## src/rtl/uart_pkg.sv

```systemverilog
// Shared definitions for the parametrised UART: parity encodings, the common
// TX/RX FSM state encoding and the parity helper used by both directions.
package uart_pkg;

    localparam logic [1:0] PAR_NONE = 2'd0;
    localparam logic [1:0] PAR_ODD  = 2'd1;
    localparam logic [1:0] PAR_EVEN = 2'd2;

    typedef enum logic [2:0] {
        ST_IDLE,
        ST_START,
        ST_DATA,
        ST_PARITY,
        ST_STOP
    } uart_state_e;

    // Bit that completes the word to the requested parity; narrower words are
    // zero-extended, which leaves the XOR unchanged.
    function automatic logic calc_parity(input logic [7:0] data, input logic [1:0] mode);
        return (mode == PAR_ODD) ? ~(^data) : (^data);
    endfunction

endpackage

```

## src/rtl/uart_rx_fifo.sv

```systemverilog
// Small first-word-fall-through FIFO: the head entry is visible whenever the
// FIFO is not empty; a push into a full FIFO without a pop is dropped and flagged.
module uart_rx_fifo #(
    parameter int WIDTH = 10,
    parameter int DEPTH = 4
) (
    input  logic             clk_i,
    input  logic             srst_i,
    input  logic             push_i,
    input  logic [WIDTH-1:0] wdata_i,
    input  logic             pop_i,
    output logic [WIDTH-1:0] rdata_o,
    output logic             empty_o,
    output logic             full_o,
    output logic             overrun_o
);

    localparam int AW = $clog2(DEPTH);

    logic [WIDTH-1:0] mem_q [DEPTH];
    logic [AW:0]      wr_ptr_q;
    logic [AW:0]      rd_ptr_q;
    logic             overrun_q;
    logic             do_push;
    logic             do_pop;

    assign empty_o = (wr_ptr_q == rd_ptr_q);
    assign full_o  = (wr_ptr_q[AW] != rd_ptr_q[AW]) &&
                     (wr_ptr_q[AW-1:0] == rd_ptr_q[AW-1:0]);
    assign do_pop  = pop_i && !empty_o;
    // A pop in the same cycle frees the slot the incoming word needs.
    assign do_push = push_i && (!full_o || do_pop);

    always_ff @(posedge clk_i) begin
        if (do_push) begin
            mem_q[wr_ptr_q[AW-1:0]] <= wdata_i;
        end
    end

    always_ff @(posedge clk_i) begin
        if (srst_i) begin
            wr_ptr_q  <= '0;
            rd_ptr_q  <= '0;
            overrun_q <= 1'b0;
        end else begin
            if (do_push) begin
                wr_ptr_q <= wr_ptr_q + 1'b1;
            end
            if (do_pop) begin
                rd_ptr_q <= rd_ptr_q + 1'b1;
            end
            overrun_q <= push_i && full_o && !do_pop;
        end
    end

    assign rdata_o   = empty_o ? '0 : mem_q[rd_ptr_q[AW-1:0]];
    assign overrun_o = overrun_q;

endmodule

```

## src/rtl/uart_txrx_param.sv

```systemverilog
// Full-duplex UART with configurable data width, parity and stop bits, valid/ready
// handshakes on both sides and an FWFT receive FIFO carrying per-word error flags.
module uart_txrx_param
    import uart_pkg::*;
#(
    parameter int CLKS_PER_BIT  = 189,
    parameter int DATA_BITS     = 8,
    parameter int PARITY        = 0,
    parameter int STOP_BITS     = 1,
    parameter int RX_FIFO_DEPTH = 4
) (
    input  logic                 CLK,
    input  logic                 RESET,
    output logic                 TXD,
    input  logic                 RXD,
    input  logic [DATA_BITS-1:0] TX_DATA,
    input  logic                 TX_VALID,
    output logic                 TX_READY,
    output logic                 TX_BUSY,
    output logic [DATA_BITS-1:0] RX_DATA,
    output logic                 RX_PARITY_ERR,
    output logic                 RX_FRAME_ERR,
    output logic                 RX_VALID,
    input  logic                 RX_READY,
    output logic                 RX_OVERRUN,
    output logic                 RX_BUSY
);

    localparam int             CW        = $clog2(CLKS_PER_BIT);
    localparam logic [CW-1:0]  CNT_LAST  = CW'(CLKS_PER_BIT - 1);
    localparam logic [CW-1:0]  CNT_MID   = CW'(CLKS_PER_BIT / 2);
    localparam logic [2:0]     BIT_LAST  = 3'(DATA_BITS - 1);
    localparam logic           STOP_LAST = (STOP_BITS == 2);
    localparam logic [1:0]     PAR_MODE  = 2'(PARITY);

    // ---------------- transmitter ----------------
    uart_state_e          tx_state_q, tx_state_d;
    logic [CW-1:0]        tx_cnt_q, tx_cnt_d;
    logic [2:0]           tx_bit_q, tx_bit_d;
    logic                 tx_stop_q, tx_stop_d;
    logic [DATA_BITS-1:0] tx_shift_q, tx_shift_d;
    logic                 tx_par_q, tx_par_d;
    logic                 txd_q, txd_d;
    logic                 tx_bit_end;

    assign tx_bit_end = (tx_cnt_q == CNT_LAST);

    always_comb begin
        tx_state_d = tx_state_q;
        tx_cnt_d   = tx_cnt_q;
        tx_bit_d   = tx_bit_q;
        tx_stop_d  = tx_stop_q;
        tx_shift_d = tx_shift_q;
        tx_par_d   = tx_par_q;
        txd_d      = txd_q;
        if (tx_state_q != ST_IDLE) begin
            tx_cnt_d = tx_bit_end ? '0 : tx_cnt_q + 1'b1;
        end
        unique case (tx_state_q)
            ST_IDLE: begin
                if (TX_VALID) begin
                    tx_state_d = ST_START;
                    tx_cnt_d   = '0;
                    tx_shift_d = TX_DATA;
                    tx_par_d   = calc_parity(8'(TX_DATA), PAR_MODE);
                    txd_d      = 1'b0;
                end
            end
            ST_START: begin
                if (tx_bit_end) begin
                    tx_state_d = ST_DATA;
                    tx_bit_d   = '0;
                    txd_d      = tx_shift_q[0];
                end
            end
            ST_DATA: begin
                if (tx_bit_end) begin
                    if (tx_bit_q == BIT_LAST) begin
                        if (PARITY != 0) begin
                            tx_state_d = ST_PARITY;
                            txd_d      = tx_par_q;
                        end else begin
                            tx_state_d = ST_STOP;
                            tx_stop_d  = 1'b0;
                            txd_d      = 1'b1;
                        end
                    end else begin
                        tx_bit_d   = tx_bit_q + 3'd1;
                        tx_shift_d = tx_shift_q >> 1;
                        txd_d      = tx_shift_q[1];
                    end
                end
            end
            ST_PARITY: begin
                if (tx_bit_end) begin
                    tx_state_d = ST_STOP;
                    tx_stop_d  = 1'b0;
                    txd_d      = 1'b1;
                end
            end
            ST_STOP: begin
                if (tx_bit_end) begin
                    if (tx_stop_q == STOP_LAST) begin
                        tx_state_d = ST_IDLE;
                    end else begin
                        tx_stop_d = 1'b1;
                    end
                end
            end
            default: tx_state_d = ST_IDLE;
        endcase
    end

    always_ff @(posedge CLK) begin
        if (RESET) begin
            tx_state_q <= ST_IDLE;
            tx_cnt_q   <= '0;
            tx_bit_q   <= '0;
            tx_stop_q  <= 1'b0;
            tx_shift_q <= '0;
            tx_par_q   <= 1'b0;
            txd_q      <= 1'b1;
        end else begin
            tx_state_q <= tx_state_d;
            tx_cnt_q   <= tx_cnt_d;
            tx_bit_q   <= tx_bit_d;
            tx_stop_q  <= tx_stop_d;
            tx_shift_q <= tx_shift_d;
            tx_par_q   <= tx_par_d;
            txd_q      <= txd_d;
        end
    end

    assign TXD      = txd_q;
    assign TX_READY = (tx_state_q == ST_IDLE);
    assign TX_BUSY  = (tx_state_q != ST_IDLE);

    // ---------------- receiver ----------------
    logic                 rxd_meta_q, rxd_sync_q, rxd_prev_q;
    uart_state_e          rx_state_q, rx_state_d;
    logic [CW-1:0]        rx_cnt_q, rx_cnt_d;
    logic [2:0]           rx_bit_q, rx_bit_d;
    logic                 rx_stop_q, rx_stop_d;
    logic [DATA_BITS-1:0] rx_shift_q, rx_shift_d;
    logic                 rx_perr_q, rx_perr_d;
    logic                 rx_ferr_q, rx_ferr_d;
    logic                 rx_sample;
    logic                 rx_push;
    logic [DATA_BITS+1:0] rx_push_word;

    // Every state samples at mid-count, so one sample lands per bit period.
    assign rx_sample = (rx_cnt_q == CNT_MID);

    always_comb begin
        rx_state_d   = rx_state_q;
        rx_cnt_d     = rx_cnt_q;
        rx_bit_d     = rx_bit_q;
        rx_stop_d    = rx_stop_q;
        rx_shift_d   = rx_shift_q;
        rx_perr_d    = rx_perr_q;
        rx_ferr_d    = rx_ferr_q;
        rx_push      = 1'b0;
        rx_push_word = {rx_ferr_q, rx_perr_q, rx_shift_q};
        if (rx_state_q != ST_IDLE) begin
            rx_cnt_d = (rx_cnt_q == CNT_LAST) ? '0 : rx_cnt_q + 1'b1;
        end
        unique case (rx_state_q)
            ST_IDLE: begin
                if (rxd_prev_q && !rxd_sync_q) begin
                    rx_state_d = ST_START;
                    rx_cnt_d   = '0;
                    rx_perr_d  = 1'b0;
                    rx_ferr_d  = 1'b0;
                end
            end
            ST_START: begin
                if (rx_sample) begin
                    if (rxd_sync_q) begin
                        rx_state_d = ST_IDLE;
                    end else begin
                        rx_state_d = ST_DATA;
                        rx_bit_d   = '0;
                    end
                end
            end
            ST_DATA: begin
                if (rx_sample) begin
                    rx_shift_d = {rxd_sync_q, rx_shift_q[DATA_BITS-1:1]};
                    if (rx_bit_q == BIT_LAST) begin
                        rx_state_d = (PARITY != 0) ? ST_PARITY : ST_STOP;
                        rx_stop_d  = 1'b0;
                    end else begin
                        rx_bit_d = rx_bit_q + 3'd1;
                    end
                end
            end
            ST_PARITY: begin
                if (rx_sample) begin
                    rx_perr_d  = (rxd_sync_q != calc_parity(8'(rx_shift_q), PAR_MODE));
                    rx_state_d = ST_STOP;
                    rx_stop_d  = 1'b0;
                end
            end
            ST_STOP: begin
                if (rx_sample) begin
                    rx_ferr_d = rx_ferr_q | ~rxd_sync_q;
                    if (rx_stop_q == STOP_LAST) begin
                        rx_push      = 1'b1;
                        rx_push_word = {rx_ferr_d, rx_perr_q, rx_shift_q};
                        rx_state_d   = ST_IDLE;
                    end else begin
                        rx_stop_d = 1'b1;
                    end
                end
            end
            default: rx_state_d = ST_IDLE;
        endcase
    end

    always_ff @(posedge CLK) begin
        if (RESET) begin
            rxd_meta_q <= 1'b1;
            rxd_sync_q <= 1'b1;
            rxd_prev_q <= 1'b1;
            rx_state_q <= ST_IDLE;
            rx_cnt_q   <= '0;
            rx_bit_q   <= '0;
            rx_stop_q  <= 1'b0;
            rx_shift_q <= '0;
            rx_perr_q  <= 1'b0;
            rx_ferr_q  <= 1'b0;
        end else begin
            rxd_meta_q <= RXD;
            rxd_sync_q <= rxd_meta_q;
            rxd_prev_q <= rxd_sync_q;
            rx_state_q <= rx_state_d;
            rx_cnt_q   <= rx_cnt_d;
            rx_bit_q   <= rx_bit_d;
            rx_stop_q  <= rx_stop_d;
            rx_shift_q <= rx_shift_d;
            rx_perr_q  <= rx_perr_d;
            rx_ferr_q  <= rx_ferr_d;
        end
    end

    assign RX_BUSY = (rx_state_q != ST_IDLE);

    logic [DATA_BITS+1:0] fifo_rdata;
    logic                 fifo_empty;
    logic                 rx_fifo_full_unused;

    uart_rx_fifo #(
        .WIDTH (DATA_BITS + 2),
        .DEPTH (RX_FIFO_DEPTH)
    ) u_rx_fifo (
        .clk_i     (CLK),
        .srst_i    (RESET),
        .push_i    (rx_push),
        .wdata_i   (rx_push_word),
        .pop_i     (RX_READY),
        .rdata_o   (fifo_rdata),
        .empty_o   (fifo_empty),
        .full_o    (rx_fifo_full_unused),
        .overrun_o (RX_OVERRUN)
    );

    assign {RX_FRAME_ERR, RX_PARITY_ERR, RX_DATA} = fifo_rdata;
    assign RX_VALID = !fifo_empty;

endmodule

```

## config.mk

```make
export PLATFORM = sky130hd
export DESIGN_NAME = uart_txrx_param
export DESIGN_NICKNAME = d
export VERILOG_FILES = /design/src/rtl/uart_pkg.sv /design/src/rtl/uart_rx_fifo.sv /design/src/rtl/uart_txrx_param.sv
export SDC_FILE = /design/constraint.sdc
export NUM_CORES = 1
export LEC_CHECK = 0
export CORE_MARGIN = 4
export CORE_UTILIZATION = 35
export CTS_BUF_LIST = sky130_fd_sc_hd__clkbuf_2
export DETAILED_ROUTE_END_ITERATION = 8
export GPL_ROUTABILITY_DRIVEN = 0
export PLACE_DENSITY_LB_ADDON = 0.08
export SYNTH_ARGS = -nofsm -noshare
export SYNTH_HDL_FRONTEND = slang
export SYNTH_SLANG_ARGS = --single-unit
```

## constraint.sdc

```tcl
create_clock -name CLK -period 2 [get_ports CLK]
set_clock_uncertainty 0.2 [all_clocks]
set_input_delay 0.4 -clock CLK [delete_from_list [all_inputs] [get_ports CLK]]
set_output_delay 0.4 -clock CLK [all_outputs]
set_load 0.02 [all_outputs]
```

==> out/metrics.cfg <==
[final_layout]
drive_gt1_frac=0.327
stdcell_count=642
fin_area_mm2=0.00562
finalNetCount=496
multi_input_area_mm2=0.00207
regArea_mm2=0.00241
area_growth_pct=26.7
antennaDiodeCount=0
nFillCells=1186
fin_util=0.460

[timing]
finalHoldViolCount=0
drv_slew=0
max_freq_mhz=395
finalCritPeriodShare=1.27
rsz0062_at_grt=true
tightest_slew_ns=0.527
slew_headroom=0.648
fin_setup_tns_ns=-5.66
fin_crit_ns=2.53
setup_violations=12
final.setup.worst_slack_ns=-0.533

[clock_network]
cts_sinks=99
clk_path_buf_depth=2
insertion_delay_ns=0.60
cts_made_buffers=9
clk_root_buffer_cell=clkbuf_2
clk_pin_slew_worst_paths_ns=0.28
cts_tree=yes
htree_levels=3

[grt]
overflow=0
antenna_found_initial=0
first_global_vias=3217
grt_pass1_wl_um=15500
grt_max_degree=29
track_usage=0.134

[floorplan]
core-area_mm2=0.0122
dieArea_mm2=0.0145
ioPinCount=29
die_w_um=121
floorplan.initialDensity=0.363
rows=40
die_h_um=121

[placed_design]
post_dp_cell_area_mm2=0.00525
dp_slack_ns=-0.294
hpwl_um=5970
portBuffers=28
dp_cells=616

[route]
drc=0
wl_per_cell_um=13.9
wl_um=8920
viasPerCell=4.94
detail-route-antenna-nets=0
vias=3171
drt_iter0_markers=113
dr.pass1.iters=4

[logic_synthesis]
ys_ff_latch=99
netlist_area_mm2=0.00443
synth_top_area_share=0.271
yosys_warnings=0
synthFlopType=dfxtp_1
postSynthCellCount=392
synth-edff-count=40
syn_avg_cell_area_um2=11.3
synthesis.nets=419
synth_most_common_cell=dfxtp_1
synth_top_cells_by_count=59 x dfxtp_1, 40 x edfxtp_1, 35 x nor2_1
synth_top_area_cell=edfxtp_1
ys_seq_area_frac=0.537
netlist_top_cells_area=edfxtp_1 27%, dfxtp_1 27%, mux4_2 5.1%
postSynth.asyncResetShare=0
synth_cell_type_count=59

[worst_setup_path]
r2r-start=tx_cnt_q[1]
path_buf_inv=2
cp.required_ns=1.40
cp_max_fo=5
slowest_delay_ns=0.48
rrSetupSlack_ns=0.06
cp_cell_sequence=buf_16 > mux4_2 > and2_4 > buf_6
r2r_cells=7
end_kind=output port
cp_slowest_cell=mux4_2
cp-start-kind=flop
r2r_end=tx_shift_q[5]
critPathKind=flop to output port
critical_path_arrival_ns=1.93
crit_family=multiplexers

[hold_path]
hold-path-cell-count=2
hold_class=input pin to flop
hold_path_end=rxd_meta_q
min_from=RXD

[power_and_ir_drop]
cellPowerDensity_mw_per_mm2=589
vdd_drop_max_v=0.000333
p_leak_uw=0.00204

[flow_run]
drv_cap=0

[status]
status=finished with violations
violations=negative setup slack

==> placed cells by master, fill, tap and decap left out, types with 3 or more instances in the layout <==
cell type and instances:
clkdlybuf4s50_1 11, o21ai_0 9, nand3_1 15, inv_8 3, or2_2 4, ha_1 12, dfxtp_2 10, xor2_1 6
inv_2 5, a311oi_1 4, buf_6 14, buf_12 6, nor3_1 6, a211oi_2 3, nor2_1 32, buf_4 42
edfxtp_1 40, nand2_1 31, a21oi_1 30, nor2b_1 5, a211oi_1 7, clkbuf_2 11, dfxtp_4 4, inv_1 7
or3_1 4, mux2i_1 9, dfxtp_1 45, and2_4 10, nand3b_1 4, xnor2_1 7, and3_1 5, nand2b_1 4
mux4_2 10
==> power breakdown <==
part           internal [uW]  switching, uW  leakage (uW)
Clock                    199            751     0.0000645
Combinational            114            123       0.00111
Sequential              2110           14.3      0.000866
==> sequential cells by signal, summed over array words and instances, names as in the netlist, 8 cells and up, named ones only <==
| signal | count |
|---|---|
| u_rx_fifo.mem_q | 40 |
| tx_cnt_q | 8 |
| rx_shift_q | 8 |
| rx_cnt_q | 8 |
| tx_shift_q | 8 |
==> kinds of logic after synthesis <==
family          Yosys count  share of synthesized area
simple gates            147                      0.180
flops                    99                      0.537
mux                      20                     0.0736
buf+inv                  26                     0.0248
fa+ha+maj                14                     0.0395
compound gates           71                      0.112
xor+xnor                 15                     0.0327
==> routing by layer <==
layer  track usage  part of all wire
met1         0.182              0.49
met2         0.207              0.46
met3        0.0346             0.039
met4        0.0467             0.015
met5             0                 0
==> final cells by class <==
type,instances,area share
clock buffers,9,0.00802
clock inverters,7,0.0118
inverters,12,0.00802
multi-input cells,268,0.369
flip-flops and latches,99,0.429
well taps,168,0.0374
repair buffers,79,0.137
==> timing repair <==
action / CTS / global route
pin swaps: 13 / 11
setup buffers: 6 / 1
setup endpoints to repair: 46 / 77
resized for setup: 113 / 27
hold endpoints to repair: 7 / 0
hold buffers: 1 / 0
cloned: 2 / 0
==> worst max-delay path by stage <==
| stage | slack [ns] | cells after the start | endpoint | start |
|---|---|---|---|---|
| 6_report | -0.53 | 4 | RX_DATA[5] | flop |
| 3_5_place_dp | -0.29 | 4 | RX_DATA[4] | flop |
| 4_1_cts | -0.62 | 4 | RX_DATA[4] | flop |
| 5_1_grt | -0.65 | 4 | RX_DATA[6] | flop |
| 2_1_floorplan | 0.03 | 5 | u_rx_fifo.mem_q[3][0] | rx_cnt_q[0] |
| 3_3_place_gp | -0.28 | 4 | RX_DATA[4] | flop |
==> metrics by stage <==
stage                     total power, uW  hold slack, ns
after global placement               2380           0.194
after detailed placement             2380           0.195
after global routing                 3480          0.0411
after floorplan                      2290           0.189
after CTS                            3360          0.0580
final                                3310           0.139
Note: power is estimated with default switching activity, not from simulation.
